<file path="config.mk">
export PLATFORM = sky130hd
export DESIGN_NAME = int_to_float
export DESIGN_NICKNAME = d
export VERILOG_FILES = /design/src/rtl/int_to_float.sv
export SDC_FILE = /design/constraint.sdc
export NUM_CORES = 1
export LEC_CHECK = 0
export CAP_MARGIN = 20
export CORE_MARGIN = 8
export CORE_UTILIZATION = 45
export DETAILED_ROUTE_END_ITERATION = 10
export DONT_BUFFER_PORTS = 1
export PLACE_DENSITY = 0.58
export REMOVE_ABC_BUFFERS = 1
export SLEW_MARGIN = 20
export SYNTH_ARGS = -nofsm -noshare
export SYNTH_HDL_FRONTEND = slang
export SYNTH_SLANG_ARGS = --single-unit
</file>
<file path="constraint.sdc">
create_clock -name clk -period 6 [get_ports clk]
set_clock_uncertainty 0.1 [all_clocks]
set_input_delay 0.9 -clock clk [delete_from_list [all_inputs] [get_ports clk]]
set_output_delay 0.9 -clock clk [all_outputs]
set_load 0.01 [all_outputs]
</file>
<file path="src/rtl/int_to_float.sv">
// Multi-cycle int32 -> IEEE-754 single converter with strobe/ack stream handshake.
// Define INT_TO_FLOAT_ROUND_EN for round-to-nearest-even; otherwise the mantissa is truncated.
//
// state     | meaning
// ----------+-----------------------------------------------------------
// GET_A     | input_a_ack high, waiting for an operand transfer
// CONVERT_0 | zero short-cut, otherwise take sign and magnitude
// NORMALISE | shift magnitude left one bit per cycle until bit 31 is set
// ROUND     | form 23-bit fraction, round (or truncate), fix exponent
// PACK      | assemble sign/exponent/fraction into output_z
// PUT_Z     | output_z_stb high, waiting for consumer ack

module int_to_float (
  input  logic        clk,
  input  logic        rst,
  input  logic [31:0] input_a,
  input  logic        input_a_stb,
  output logic        input_a_ack,
  output logic [31:0] output_z,
  output logic        output_z_stb,
  input  logic        output_z_ack
);

  typedef enum logic [2:0] {
    GET_A,
    CONVERT_0,
    NORMALISE,
    ROUND,
    PACK,
    PUT_Z
  } state_t;

  state_t      state, state_n;
  logic [31:0] a, a_n;
  logic [31:0] value, value_n;
  logic [7:0]  exp, exp_n;
  logic [22:0] mant, mant_n;
  logic        sign, sign_n;
  logic        input_a_ack_n;
  logic [31:0] output_z_n;
  logic        output_z_stb_n;

  // Fraction excludes the hidden bit, so its carry-out is exactly the all-ones mantissa case.
  logic [23:0] frac_inc;
  assign frac_inc = {1'b0, value[30:8]} + 24'd1;

`ifdef INT_TO_FLOAT_ROUND_EN
  logic guard, rnd, sticky;
  assign guard  = value[7];
  assign rnd    = value[6];
  assign sticky = |value[5:0];
`endif

  always_ff @(posedge clk) begin
    if (rst) begin
      state        <= GET_A;
      a            <= 32'd0;
      value        <= 32'd0;
      exp          <= 8'd0;
      mant         <= 23'd0;
      sign         <= 1'b0;
      input_a_ack  <= 1'b0;
      output_z     <= 32'd0;
      output_z_stb <= 1'b0;
    end else begin
      state        <= state_n;
      a            <= a_n;
      value        <= value_n;
      exp          <= exp_n;
      mant         <= mant_n;
      sign         <= sign_n;
      input_a_ack  <= input_a_ack_n;
      output_z     <= output_z_n;
      output_z_stb <= output_z_stb_n;
    end
  end

  always_comb begin
    state_n        = state;
    a_n            = a;
    value_n        = value;
    exp_n          = exp;
    mant_n         = mant;
    sign_n         = sign;
    input_a_ack_n  = input_a_ack;
    output_z_n     = output_z;
    output_z_stb_n = output_z_stb;

    case (state)
      GET_A: begin
        input_a_ack_n = 1'b1;
        if (input_a_ack && input_a_stb) begin
          a_n           = input_a;
          input_a_ack_n = 1'b0;
          state_n       = CONVERT_0;
        end
      end

      CONVERT_0: begin
        if (a == 32'd0) begin
          output_z_n     = 32'd0;
          output_z_stb_n = 1'b1;
          state_n        = PUT_Z;
        end else begin
          // 0x80000000 negates to itself and is then read as unsigned 2^31.
          sign_n  = a[31];
          value_n = a[31] ? (~a + 32'd1) : a;
          exp_n   = 8'd31;
          state_n = NORMALISE;
        end
      end

      NORMALISE: begin
        if (!value[31]) begin
          value_n = {value[30:0], 1'b0};
          exp_n   = exp - 8'd1;
        end else begin
          state_n = ROUND;
        end
      end

      ROUND: begin
        mant_n = value[30:8];
`ifdef INT_TO_FLOAT_ROUND_EN
        if (guard && (rnd || sticky || value[8])) begin
          mant_n = frac_inc[22:0];
          exp_n  = exp + {7'd0, frac_inc[23]};
        end
`endif
        state_n = PACK;
      end

      PACK: begin
        output_z_n     = {sign, exp + 8'd127, mant};
        output_z_stb_n = 1'b1;
        state_n        = PUT_Z;
      end

      PUT_Z: begin
        if (output_z_ack) begin
          output_z_stb_n = 1'b0;
          state_n        = GET_A;
        end
      end

      default: state_n = GET_A;
    endcase
  end

endmodule

</file>
## Word-level counts from Yosys, hierarchy flattened

Index checks and enable logic that the tools add are counted.

- $add $sub $neg: 3
- Multiply operators: 0
- Divide/modulo/power cells: 0
- $lt $le $gt $ge: 0
- Equal/unequal tests: 11
- Shift-type cells: 0
- Multiplexer cells: 18
- Bitwise logic cells: 2
- Reduce and logical (&&, ||, !) cells: 13

Operator list:

| cell | number |
|---|---|
| $mux W32 | 4 |
| $pmux W32 S2 | 2 |
| $add A32 B1 Y32 const B | 1 |
| $logic_not A32 Y1 | 1 |
| $not A32 Y32 | 1 |
| $pmux W3 S6 | 1 |
| $mux W8 | 2 |
| $pmux W8 S2 | 1 |
| $mux W3 | 4 |
| $ne A2 B2 Y1 const B | 6 |
| $reduce_and A3 Y1 | 3 |
| $add A8 B7 Y8 const B | 1 |
| $reduce_and A2 Y1 | 4 |
| $sub A8 B1 Y8 const B | 1 |
| $eq A3 B2 Y1 const B | 2 |
| $eq A3 B3 Y1 const B | 2 |
| $reduce_bool A2 Y1 | 2 |
| $eq A3 B1 Y1 const B | 1 |
| $logic_not A3 Y1 | 1 |
| $mux W1 | 3 |
| $pmux W1 S3 | 1 |
| $reduce_bool A3 Y1 | 1 |
| $logic_and A1 B1 Y1 | 1 |
| $not A1 Y1 | 1 |

- Register bits after elaboration: 133
- Bits in latches: 0
- Bits in writable memories: 0
- Bits in read-only memories: 0
- Input bits: 36
- Output and inout port bits: 34
- Word-level logic and storage cells: 57
- Memories kept: 0

## Longest topological paths before layout

- Depth in word-level cells: 5
- Depth in mapped cells: 10
- Gate-level depth less buffers: 8

## Least setup slack after synthesis

OpenSTA, ideal clock, no wires.

- Path type: register to register
- From: reg a[3]
- To: reg output_z[27]
- Setup time: 0.117 ns
- Arrival time: 2.254 ns
- Data required time: 5.783 ns
- Path slack: 3.529 ns
- Stages on the path, launching flop included: 9
- Path buffers: 2
- Clock period less this slack: 2.471 ns
- Cell sequence: dfxtp_1 > or4_4 > or3_1 > buf_4 > nor4_2 > a211o_1 > o21ai_2 > buf_2 > a22o_1

- Word-level cells in the longest chain between the ends: 3

RTL lines:

| what | RTL line | text |
|---|---|---|
| start: declaration | 34 | `logic [31:0] a, a_n;` |
| start signal: assignment | 67 | `a <= a_n;` |
| $logic_not A32 Y1 | 100 | `if (a == 32'd0) begin` |
| $ne A2 B2 Y1 (no source line) | -- |  |
| $reduce_and A2 Y1 (no source line) | -- |  |
| end signal: assignment | 73 | `output_z <= output_z_n;` |
| end: declaration | 19 | `output logic [31:0] output_z,` |

Every way passes these cells.
A chain may end at the register's enable or synchronous reset.

## Worst setup path after layout

- From: reg a[3]
- To: reg exp[3]

- Word-level cells in the longest chain between the ends: 3

RTL lines:

| what | RTL line | text |
|---|---|---|
| $logic_not A32 Y1 | 100 |  |
| $ne A2 B2 Y1 (no source line) | -- |  |
| $reduce_and A3 Y1 (no source line) | -- |  |
| end signal: assignment | 69 | `exp <= exp_n;` |
| end: declaration | 36 | `logic [7:0] exp, exp_n;` |

Every way passes these cells.

==> flow_metrics.env <==
export IMPL_die_h_um=129
export IMPL_drc=0
export IMPL_power_leakage_uw=0.00213
export IMPL_synth_top_area_cell="dfxtp_1"
export IMPL_setup_viol=0
export IMPL_combPwrFrac=0.192
export IMPL_worst_pin_slew_ns=0.769
export IMPL_synth_common_cells="nand2_1 (149), dfxtp_1 (133), a21oi_1 (80)"
export IMPL_syn_cell_area_sq_um=5770
export IMPL_fmax_mhz=316
export IMPL_async_reset_ff_frac=0
export IMPL_crit_required_ns=6.19
export IMPL_ys_flop_type="dfxtp_1"
export IMPL_ys_seq_area_frac=0.462
export IMPL_synth_area_leaders="dfxtp_1 (46%), nand2_1 (9.7%), a21oi_1 (6.9%)"
export IMPL_pre_cts_slack_ns=2.84
export IMPL_nets=700
export IMPL_synth_area_per_cell_sq_um=8.37
export IMPL_p_per_area_nw_per_um2=392
export IMPL_track_usage=0.167
export IMPL_rsz0062_at_grt="no"
export IMPL_ir_drop_mv=0.167
export IMPL_p_int_uw=1700
export IMPL_cp_start_kind="flip-flop"
export IMPL_grt_pass1_vias=4446
export IMPL_antenna_found_initial=0
export IMPL_fin_ws_ns=2.84
export IMPL_cts_buffers=17
export IMPL_clk_pin_slew_worst_paths_ns=0.06
export IMPL_clock_latency_ns=0.42
export IMPL_worstHoldPathType="flip-flop to flip-flop"
export IMPL_vias=4648
export IMPL_critPathKind="flip-flop to flip-flop"
export IMPL_via_per_inst=5.49
export IMPL_cts_buffer_depth=2
export IMPL_ctsRootBufferMaster="clkbuf_16"
export IMPL_drive_above_1_share=0.0785
export IMPL_pin_count=70
export IMPL_wl_per_cell_um=15.9
export IMPL_grt_pass1_wl_um=22300
export IMPL_core_sq_um=12600
export IMPL_cts_max_level=4
export IMPL_cts_num_sinks=133
export IMPL_fin_area_sq_um=6380
export IMPL_pwr_share_seq=0.411
export IMPL_cts_hold_buf=0
export IMPL_grt_max_degree=105
export IMPL_crit_path_end_kind="flip-flop"
export IMPL_drtIter0Drc=264
export IMPL_drtPass1Iterations=4
export IMPL_slew_headroom=0.486
export IMPL_status="completed"
export IMPL_overflow=0
export IMPL_cts_resized=0
export IMPL_start_util=0.459
export IMPL_fin_crit_ns=3.16
export IMPL_synth_top_area_frac=0.462
export IMPL_yosysMostFrequentCell="nand2_1"
export IMPL_crit_fanout=31
export IMPL_slew_violations=0
export IMPL_swShare=0.318
export IMPL_post_cts_setup_buffer_count=0
export IMPL_fp_dieW_um=129
export IMPL_hold_violations=0
export IMPL_synth_cell_type_count=48
export IMPL_ys_seq_elements=133
export IMPL_postRouteAntennaNets=0
export IMPL_clkPwrFrac=0.397
export IMPL_place_area_sq_um=5800
export IMPL_syn_inst=689
export IMPL_cap_violations=0
export IMPL_cts_tree="yes"
export IMPL_io_buffers=0
export IMPL_area_delta_synth_final_pct=10.6
export IMPL_p_sw_uw=795
export IMPL_finalCritPeriodShare=0.527
export IMPL_arrival_ns=3.36
export IMPL_hpwl_um=9320
export IMPL_num_rows=41
export IMPL_tns_ns=0
export IMPL_dieArea_sq_um=16700
export IMPL_n_antenna_cell=0
export IMPL_wl_um=13500
export IMPL_yosysWarnings=0
export IMPL_r2r_slack_ns=2.84
export IMPL_synth_edff_count=0
export IMPL_place_gp_congestion=0.828
==> sequential cells by signal, indices dropped and copies added (netlist names) <==
signal / flops
output_z_stb: 1
exp: 8
a: 32
input_a_ack: 1
state: 3
sign: 1
value: 32
mant: 23
output_z: 32
==> per-stage QoR <==
stage	std cells	util	hold WS [ns]	power, uW
detailed placement	815	0.462	0.337	1520
finish	847	0.507	0.351	2500
global route	847	0.507	0.369	2620
global placement	815	0.462	0.331	1510
floorplan	637	-	0.321	1390
CTS	847	0.507	0.344	2520
==> cells in the final DEF, fill, tap and decap left out, types with 5 or more instances in the layout <==
cell type and count:
a221oi_1 12, buf_4 6, o31ai_1 6, a21oi_1 80, o211ai_1 11, nor2_1 29, inv_6 5, clkbuf_16 17
nand2b_1 6, a22o_1 32, o21ai_0 30, dfxtp_1 133, nand2_1 149, a211oi_1 12, nor3_1 17, nand3_1 6
or3_1 9, o41ai_1 9, xnor2_1 31, inv_1 18
==> critical path, stage by stage, from the launching register on <==
cell and delay, ns:
dfxtp_1 0.37, or4_4 0.56, or3_1 0.65, o31ai_4 0.51
nand2_2 0.48, a21oi_1 0.29, a211oi_1 0.08
==> routing by layer <==
layer  vias up  wire length (um)  global-route usage  part of all wire
met5         -                 0                   0                 0
met4         0               257              0.0774             0.019
met2       103              5810               0.243              0.43
li1       2369                 -                   -                 -
met3        18               697              0.0468             0.052
met1      2158              6710               0.225              0.50
==> power by group through the flow <==
stage	Clock, uW	Sequential (uW)	Combinational (uW)
global route	1050	1040	535
CTS	1010	1030	479
floorplan	0	1030	366
finish	991	1030	480
global placement	0	1040	467
detailed placement	0	1050	477
==> path summary, 6_finish.rpt <==
kind,cells past startpoint,from,end
setup / recovery,6,a[3]$_SDFFE_PP0P_,exp[3]$_SDFFE_PP0P_
hold reg to reg,2,value[3]$_SDFFE_PP0P_,value[3]$_SDFFE_PP0P_
setup reg to reg,6,a[3]$_SDFFE_PP0P_,exp[3]$_SDFFE_PP0P_
hold / removal,2,value[3]$_SDFFE_PP0P_,value[3]$_SDFFE_PP0P_
==> kinds of logic after synthesis <==
family | count (synthesis) | share of synthesized area
compound gates | 206 | 0.243
xor+xnor | 35 | 0.0532
fa+ha+maj | 2 | 0.00434
buf+inv | 70 | 0.0525
flops | 133 | 0.462
mux | 1 | 0.00174
simple gates | 242 | 0.184
==> area by class of cell <==
class / instances / area [sq um]
Tap cell: 172 / 215
Sequential cell: 133 / 2660
Multi-Input combinational cell: 486 / 2820
Clock buffer: 20 / 447
Inverter: 18 / 67.6
Clock inverter: 12 / 121
Timing Repair Buffer: 6 / 45.0
Fill cell: 1219 / 6190
No activity file was read; power rests on OpenSTA's default activity.
